**src/rtl/demux_pkg.sv**
```systemverilog
// Shared types and default widths for the 1-to-2 stream demultiplexer.
package demux_pkg;

  typedef enum logic {
    DEST0 = 1'b0,
    DEST1 = 1'b1
  } dest_e;

  localparam int DEMUX_W  = 8;
  localparam int DEMUX_CW = 8;

endpackage : demux_pkg

```
**src/rtl/demux_out_slot.sv**
```systemverilog
// One output slot of the demultiplexer: a one-word holding register with
// valid/ready handshake and a saturating count of words loaded into it.
module demux_out_slot #(
  parameter int W  = 8,
  parameter int CW = 8
) (
  input  logic          clk,
  input  logic          rst_n,
  input  logic          load,
  input  logic [W-1:0]  load_data,
  input  logic          ready,
  output logic          valid,
  output logic [W-1:0]  data,
  output logic [CW-1:0] cnt,
  output logic          can_accept
);

  logic          full;
  logic [W-1:0]  data_q;
  logic [CW-1:0] cnt_q;
  logic          drain;

  assign drain      = full && ready;
  assign can_accept = !full || ready;
  assign valid      = full;
  assign data       = data_q;
  assign cnt        = cnt_q;

  // A load in the same cycle as a drain wins, so the slot reloads and stays full.
  always_ff @(posedge clk or negedge rst_n) begin
    if (!rst_n) begin
      full   <= 1'b0;
      data_q <= '0;
    end else if (load) begin
      full   <= 1'b1;
      data_q <= load_data;
    end else if (drain) begin
      full   <= 1'b0;
    end
  end

  always_ff @(posedge clk or negedge rst_n) begin
    if (!rst_n) begin
      cnt_q <= '0;
    end else if (load && (cnt_q != {CW{1'b1}})) begin
      cnt_q <= cnt_q + CW'(1);
    end
  end

endmodule : demux_out_slot

```
**src/rtl/demux_1to2_stream.sv**
```systemverilog
// Registered 1-to-2 stream demultiplexer: steers each accepted input word
// into one of two independently stalling output slots.
module demux_1to2_stream
  import demux_pkg::*;
#(
  parameter int W  = DEMUX_W,
  parameter int CW = DEMUX_CW
) (
  input  logic          clk,
  input  logic          rst_n,
  input  logic [W-1:0]  in_data,
  input  logic          in_sel,
  input  logic          in_valid,
  output logic          in_ready,
  output logic [W-1:0]  out0_data,
  output logic          out0_valid,
  input  logic          out0_ready,
  output logic [W-1:0]  out1_data,
  output logic          out1_valid,
  input  logic          out1_ready,
  output logic [CW-1:0] cnt0,
  output logic [CW-1:0] cnt1
);

  dest_e dest;
  logic  can0;
  logic  can1;
  logic  accept;
  logic  load0;
  logic  load1;

  // in_ready looks only at the selected slot so a stalled neighbour never blocks.
  assign dest     = dest_e'(in_sel);
  assign in_ready = rst_n && ((dest == DEST0) ? can0 : can1);
  assign accept   = in_valid && in_ready;
  assign load0    = accept && (dest == DEST0);
  assign load1    = accept && (dest == DEST1);

  demux_out_slot #(.W(W), .CW(CW)) u_slot0 (
    .clk        (clk),
    .rst_n      (rst_n),
    .load       (load0),
    .load_data  (in_data),
    .ready      (out0_ready),
    .valid      (out0_valid),
    .data       (out0_data),
    .cnt        (cnt0),
    .can_accept (can0)
  );

  demux_out_slot #(.W(W), .CW(CW)) u_slot1 (
    .clk        (clk),
    .rst_n      (rst_n),
    .load       (load1),
    .load_data  (in_data),
    .ready      (out1_ready),
    .valid      (out1_valid),
    .data       (out1_data),
    .cnt        (cnt1),
    .can_accept (can1)
  );

endmodule : demux_1to2_stream

```
**config.mk**
```make
export PLATFORM = sky130hd
export DESIGN_NAME = demux_1to2_stream
export DESIGN_NICKNAME = d
export VERILOG_FILES = /design/src/rtl/demux_pkg.sv /design/src/rtl/demux_out_slot.sv /design/src/rtl/demux_1to2_stream.sv
export SDC_FILE = /design/constraint.sdc
export NUM_CORES = 1
export LEC_CHECK = 0
export ABC_AREA = 1
export CORE_UTILIZATION = 42
export DETAILED_ROUTE_END_ITERATION = 7
export GPL_ROUTABILITY_DRIVEN = 1
export PLACE_DENSITY = 0.75
export SYNTH_ARGS = -nofsm -noshare
export SYNTH_HDL_FRONTEND = slang
export SYNTH_HIERARCHICAL = 1
export SYNTH_SLANG_ARGS = --single-unit
export TNS_END_PERCENT = 30
```
**constraint.sdc**
```tcl
create_clock -name clk -period 1.3 [get_ports clk]
set_input_delay 0.195 -clock clk [delete_from_list [all_inputs] [get_ports clk]]
set_output_delay 0.195 -clock clk [all_outputs]
set_load 0.05 [all_outputs]
```
==> results.py, run 1 <==
metrics = {
    "power_and_ir_drop": {
        "power_leakage_nw": 1.472,
        "power_frac_seq_pct": 32.7,
        "pwr-share-comb_pct": 50.2,
        "p_per_area_nw_per_um2": 1513,
        "clkPwrFrac_pct": 17.1,
        "p_int_mw": 2.815,
        "netSwitchingPower_mw": 1.895,
        "ir_drop_mv": 1.216,
        "p_sw_share_pct": 40.24,
    },
    "global_route": {
        "grt_use_total_pct": 24.65,
        "grt_pass1_vias": 1597,
        "grt_start_max_net_pins": 35,
        "grt_overflow": 0,
        "grt_pass1_wl_um": 7638,
        "antenna_found_initial": 0,
    },
    "cts": {
        "cts_tree": "yes",
        "numCtsBuffers": 5,
        "root_buffer": "clkbuf_8",
        "cts.sinks": 34,
        "ctsLongestPathBuffers": 2,
        "clkLatencyLatePin_ns": 0.29,
        "clk_pin_slew_ns": 0.07,
        "h-tree-depth": 2,
    },
    "yosys": {
        "yosysSeqAreaShare_pct": 50.52,
        "synthCells": 210,
        "synth_compound_area_share_pct": 2.823,
        "synth_cell_types": 20,
        "muxShareOfSynthArea_pct": 0,
        "yosys_warnings": 6,
        "ys_ff_latch": 34,
        "synth_adder_area_share_pct": 1.486,
        "synth_top_family_by_area": "simple AND/OR/NAND/NOR gates",
        "synth.net_count": 226,
        "synth-simple-area-share_pct": 37.67,
        "syn_area_per_cell_um2": 8.020,
        "synth_xor_area_share_pct": 2.080,
        "synth.cell_area_um2": 1684,
    },
    "floorplan": {
        "start_util_pct": 44.99,
        "core_area_um2": 3744,
        "fp.dieArea_um2": 4267,
        "fp.dieW_um": 65.32,
        "rows": 22,
        "die_y_um": 65.32,
        "io_pins": 49,
    },
    "timing": {
        "finalSetupViolCount": 34,
        "finalCritPeriodShare_pct": 116.3,
        "finalCriticalPeriod_ns": 1.512,
        "worst_clock_skew_ns": 0.007859,
        "slew_headroom_pct": 71.62,
        "grt_setup_unrepaired": "true",
        "worst_slack_ns": -0.2117,
        "worstMarginPinSlew_ns": 0.4258,
        "slew_violations": 0,
        "fmaxAchievable_mhz": 661.5,
        "hold_violations": 0,
    },
    "placed_design": {
        "gp_congestion": 0.8397,
        "dpl-instance-area_um2": 2861,
        "portBuffers": 48,
        "hpwl_um": 3518,
    },
    "layout": {
        "area_growth_pct": 84.84,
        "mostFrequentLayoutCells": "nand2_1 (82), buf_12 (38), nand2_2 (25)",
        "drive_above_1_share_pct": 46.74,
        "post-route-util_pct": 83.16,
        "final_area_um2": 3113,
        "antenna_cells": 0,
        "n_fill_cell": 215,
        "nets": 306,
        "final_common_cell": "nand2_1",
    },
    "route": {
        "vias_per_cell": 4.873,
        "vias": 1652,
        "drc": 0,
        "first_iter_violations": 67,
        "ant_nets": 0,
        "firstDrtPassIters": 4,
        "wirelength_um": 5017,
        "wl_per_cell_um": 14.80,
    },
    "run_status": {
        "violations": "negative setup slack",
        "status": "complete, but fails checks",
    },
    "worst_setup_path": {
        "cp-end-kind": "flop",
        "path_max_fanout": 4,
        "cp-start-kind": "primary input",
        "criticalPathCategory": "in -> reg",
        "worstPathRequired_ns": 1.51,
        "reg2reg_depth": 10,
        "critPathArrivalTime_ns": 1.72,
    },
    "hold_path": {
        "hold_class": "in -> reg",
        "holdPathStages": 5,
    },
    "job": {
        "cap_violations": 0,
    },
}
power by group through the flow:
stage / logic, mW / clock network [mW] / registers (mW)
floorplan: 0.412 / 0 / 2.17
global placement: 2.25 / 0 / 1.54
global route: 2.47 / 0.885 / 1.56
finish: 2.36 / 0.806 / 1.54
detailed placement: 2.29 / 0 / 1.54
CTS: 2.32 / 0.824 / 1.53
what timing repair did:
item,4_1_cts,5_1_grt
endpoints found under the hold margin,9,0
setup buffers,1,2
setup endpoints to repair,35,35
resized for setup,15,28
hold buffers,1,0
pin swaps,10,21
synthesized netlist by cell type:
| cell type | n | share of area (%) |
|---|---|---|
| a21oi_1 | 6 | 1.8 |
| nand2_2 | 4 | 1.5 |
| nor2_1 | 12 | 2.7 |
| inv_1 | 15 | 3.3 |
| buf_4 | 2 | 0.89 |
| xnor2_1 | 4 | 2.1 |
| a21boi_0 | 1 | 0.45 |
| nor2_4 | 4 | 2.7 |
| dfrtp_1 | 34 | 51 |
| nand3_1 | 6 | 1.8 |
| nor2_2 | 2 | 0.74 |
| nand2_4 | 2 | 1.3 |
| ha_1 | 2 | 1.5 |
| inv_4 | 2 | 0.74 |
| nand2_1 | 105 | 23 |
| o21ai_1 | 2 | 0.59 |
| nand2_8 | 2 | 2.4 |
| clkbuf_1 | 2 | 0.45 |
| nor3_1 | 2 | 0.59 |
| nand3_2 | 1 | 0.59 |
cell type report:
| class | instances | area [um2] | share of cell area (%) |
|---|---|---|---|
| sequential | 34 | 865.8 | 27.81 |
| timing repair buffer | 77 | 1109 | 35.61 |
| clock buffer | 7 | 86.33 | 2.773 |
| multi-input combinational | 155 | 903.4 | 29.02 |
| tap | 48 | 60.06 | 1.929 |
| inverter | 17 | 83.83 | 2.693 |
| clock inverter | 1 | 5.005 | 0.1608 |
state kept, by name (all words and copies together), names as in the netlist:
name / count
u_slot0/valid: 1
u_slot0/data: 8
u_slot0/cnt: 8
u_slot1/data: 8
u_slot1/valid: 1
u_slot1/cnt: 8
per-layer routing:
metal | GRT usage (%) | share of wire, % | vias to the layer above
met5 | 0 | 0 | -
met4 | 9.511 | 2.0 | 0
met3 | 6.944 | 4.8 | 8
met2 | 42.01 | 53 | 66
met1 | 29.18 | 40 | 780
li1 | - | - | 798
critical path, cell delays in order:
cell	delay [ns]
clkdlybuf4s50_1	0.47
inv_1	0.12
nand2_2	0.08
nand2_2	0.08
nand3_4	0.10
nor2_4	0.21
buf_6	0.15
inv_6	0.04
nor2_1	0.08
a21oi_1	0.07
a21oi_1	0.13
logic make-up after synthesis:
group                    after synthesis
XOR/XNOR                               4
flip-flops                            34
adder cells (fa/ha/maj)                2
buffers and inverters                 21
AND/OR/NAND/NOR                      140
AO/OA/AOI/OAI                          9
path summary, 6_finish.rpt:
kind	startpoint	end	slack, ns
max reg2reg	u_slot0/valid	u_slot0/cnt[6]	-0.18
max	in_sel	u_slot0/cnt[6]	-0.21
min	out0_ready	u_slot0/valid	0.29
max in group asynchronous	rst_n	u_slot0/cnt[1]	0.42
min reg2reg	u_slot1/data[0]	u_slot1/data[0]	0.54
min in group asynchronous	rst_n	u_slot0/cnt[3]	0.55
stage by stage:
stage / cells / setup TNS (ns) / setup WS, ns / power, mW / hold slack, ns
floorplan: 210 / -4.612 / -0.3191 / 2.579 / -0.1006
global placement: 327 / -14.99 / -0.4705 / 3.788 / 0.2948
detailed placement: 327 / -16.96 / -0.5425 / 3.838 / 0.3106
CTS: 337 / -3.570 / -0.1764 / 4.671 / 0.4627
global route: 339 / -6.744 / -0.2628 / 4.919 / 0.3296
finish: 339 / -5.008 / -0.2117 / 4.710 / 0.2932
Note: power is estimated with default switching activity, not from simulation.
==> run 2: changes to the inputs <==
SETUP_SLACK_MARGIN = 0.3   (was unset)
==> run 2 against run 1 <==
- the run still ends with negative setup slack left
- cell count fell by 0.29%
- clock skew about the same
- sequential power about the same
- critical path depth did not move
- worst setup slack better by 0.031 ns
- clock power about the same
- highest routed layer unchanged
==> results.py, run 2 (synthesis gave the netlist of run 1 again) <==
metrics = {
    "global_route": {
        "grt_pass1_vias": 1604,
        "grt_overflow": 0,
        "grt_start_max_net_pins": 35,
        "grt_use_total_pct": 24.66,
        "antenna_found_initial": 0,
        "grt_pass1_wl_um": 7603,
    },
    "placed_design": {
        "gp_congestion": 0.8397,
        "hpwl_um": 3518,
        "place_ws_ns": -0.5425,
        "portBuffers": 48,
    },
    "cts": {
        "ctsLongestPathBuffers": 2,
        "cts.sinks": 34,
        "clk_pin_slew_ns": 0.06,
        "clkLatencyLatePin_ns": 0.29,
        "root_buffer": "clkbuf_8",
        "h-tree-depth": 2,
        "cts_tree": "yes",
        "numCtsBuffers": 5,
    },
    "timing": {
        "finalSetupViolCount": 34,
        "hold_ws_ns": 0.3006,
        "finalCriticalPeriod_ns": 1.481,
        "slew_violations": 0,
        "slew_headroom_pct": 79.34,
        "worst_clock_skew_ns": 0.007509,
        "finalCritPeriodShare_pct": 113.9,
        "hold_violations": 0,
        "fmaxAchievable_mhz": 675.2,
        "grt_setup_unrepaired": "true",
        "worstMarginPinSlew_ns": 0.3099,
        "worst_slack_ns": -0.1811,
        "fin_setup_tns_ns": -4.013,
    },
    "run_status": {
        "violations": "negative setup slack",
        "status": "complete, but fails checks",
    },
    "layout": {
        "mostFrequentLayoutCells": "nand2_1 (89), buf_12 (38), dfrtp_1 (20)",
        "n_fill_cell": 222,
        "antenna_cells": 0,
        "area_growth_pct": 84.18,
        "multi_input_area_um2": 885.9,
        "final_common_cell": "nand2_1",
        "drive_above_1_share_pct": 44.83,
        "seqCellArea_um2": 868.3,
        "nets": 305,
    },
    "worst_setup_path": {
        "reg2reg_depth": 10,
        "rr_startpoint": "u_slot1/valid",
        "cp_num_buf_inv": 4,
        "critPathArrivalTime_ns": 1.69,
        "cpMaxStageDelayCell": "clkdlybuf4s50_1",
        "crit_chain": "clkdlybuf4s50_1 > inv_1 > nand2_2 > nand2_2 > nand3_4 > nor2_4 > buf_4 > inv_4 > nor2_1 > a21oi_1 > a21oi_1",
        "cpPeakStageDelay_ns": 0.45,
        "r2r_slack_ns": -0.18,
        "cp-end-kind": "flop",
        "cp-start-kind": "primary input",
        "criticalPathCategory": "in -> reg",
        "path_max_fanout": 4,
        "critical-path-top-delay-family": "buffers and inverters",
        "r2r-end": "u_slot0/cnt[6]",
        "worstPathRequired_ns": 1.51,
    },
    "route": {
        "vias_per_cell": 4.843,
        "ant_nets": 0,
        "vias": 1637,
        "firstDrtPassIters": 4,
        "wl_per_cell_um": 14.20,
        "first_iter_violations": 88,
        "drc": 0,
        "wirelength_um": 4801,
    },
    "hold_path": {
        "hold_class": "in -> reg",
        "holdPathStages": 5,
        "hold_end": "u_slot0/valid",
        "hold_start": "out0_ready",
    },
    "power_and_ir_drop": {
        "power_leakage_nw": 1.468,
        "p_per_area_nw_per_um2": 1522,
        "total_power_mw": 4.722,
        "ir_drop_mv": 1.223,
    },
    "floorplan": {
        "fp.dieW_um": 65.32,
        "core_area_um2": 3744,
        "fp.dieArea_um2": 4267,
        "die_y_um": 65.32,
        "start_util_pct": 44.99,
        "rows": 22,
        "io_pins": 49,
    },
    "job": {
        "cap_violations": 0,
    },
}
==> run 2: cell types whose count changed in the layout (fill, tap and decap cells not counted), sizes merged <==
cell / delta
buf: -1
==> run 2: how the worst max path moves through the flow <==
| stage | start | endpoint | slack [ns] | depth (start not counted) |
|---|---|---|---|---|
| 2_1_floorplan | u_slot0/valid | u_slot0/cnt[7] | -0.32 | 11 |
| 3_3_place_gp | out1_ready | u_slot1/data[6] | -0.47 | 11 |
| 3_5_place_dp | out0_ready | u_slot1/cnt[6] | -0.54 | 11 |
| 4_1_cts | u_slot0/valid | in_ready | -0.18 | 5 |
| 5_1_grt | u_slot0/valid | u_slot0/cnt[6] | -0.25 | 10 |
| 6_report | in_sel | u_slot0/cnt[6] | -0.18 | 11 |
==> run 2: metal layers <==
| layer | vias up | global-route usage [%] | share of wire (%) |
|---|---|---|---|
| met1 | 778 | 29.10 | 40 |
| met3 | 8 | 7.118 | 5.3 |
| met2 | 54 | 41.62 | 53 |
| met5 | - | 0 | 0 |
| met4 | 0 | 10.33 | 2.2 |
| li1 | 797 | - | - |
==> run 2: timing repair <==
item / in CTS / in global routing
gates cloned: 0 / 0
buffers inserted: 1 / 1
gates resized for setup: 24 / 16
hold buffers: 1 / 0
pin swaps: 10 / 13
endpoints found under the setup margin: 69 / 69
endpoints found under the hold margin: 9 / 0
==> run 2: layout make-up <==
class / instances / area share (%)
inverters: 17 / 2.461
flip-flops and latches: 34 / 28.00
clock buffers: 7 / 2.783
repair buffers: 76 / 36.10
well taps: 48 / 1.936
clock inverters: 1 / 0.1614
multi-input cells: 155 / 28.56
==> run 2: tightest hold or removal path, delay by kind of cell <==
family	cells	cell delay, ns
buffers and inverters	3	0.24
and+or+nand+nor	2	0.11
==> run 2: stage by stage <==
step	util, %	std cells	instance area, um2
floorplan	-	210	1800
global placement	76.44	327	2861
detailed placement	76.44	327	2861
CTS	81.35	337	3045
global route	82.85	338	3102
finish	82.85	338	3102
==> run 2: power by group <==
group / switching (mW) / internal [mW]
Clock: 0.377 / 0.427
Combinational: 1.23 / 1.14
Sequential: 0.272 / 1.27
Total: 1.88 / 2.84
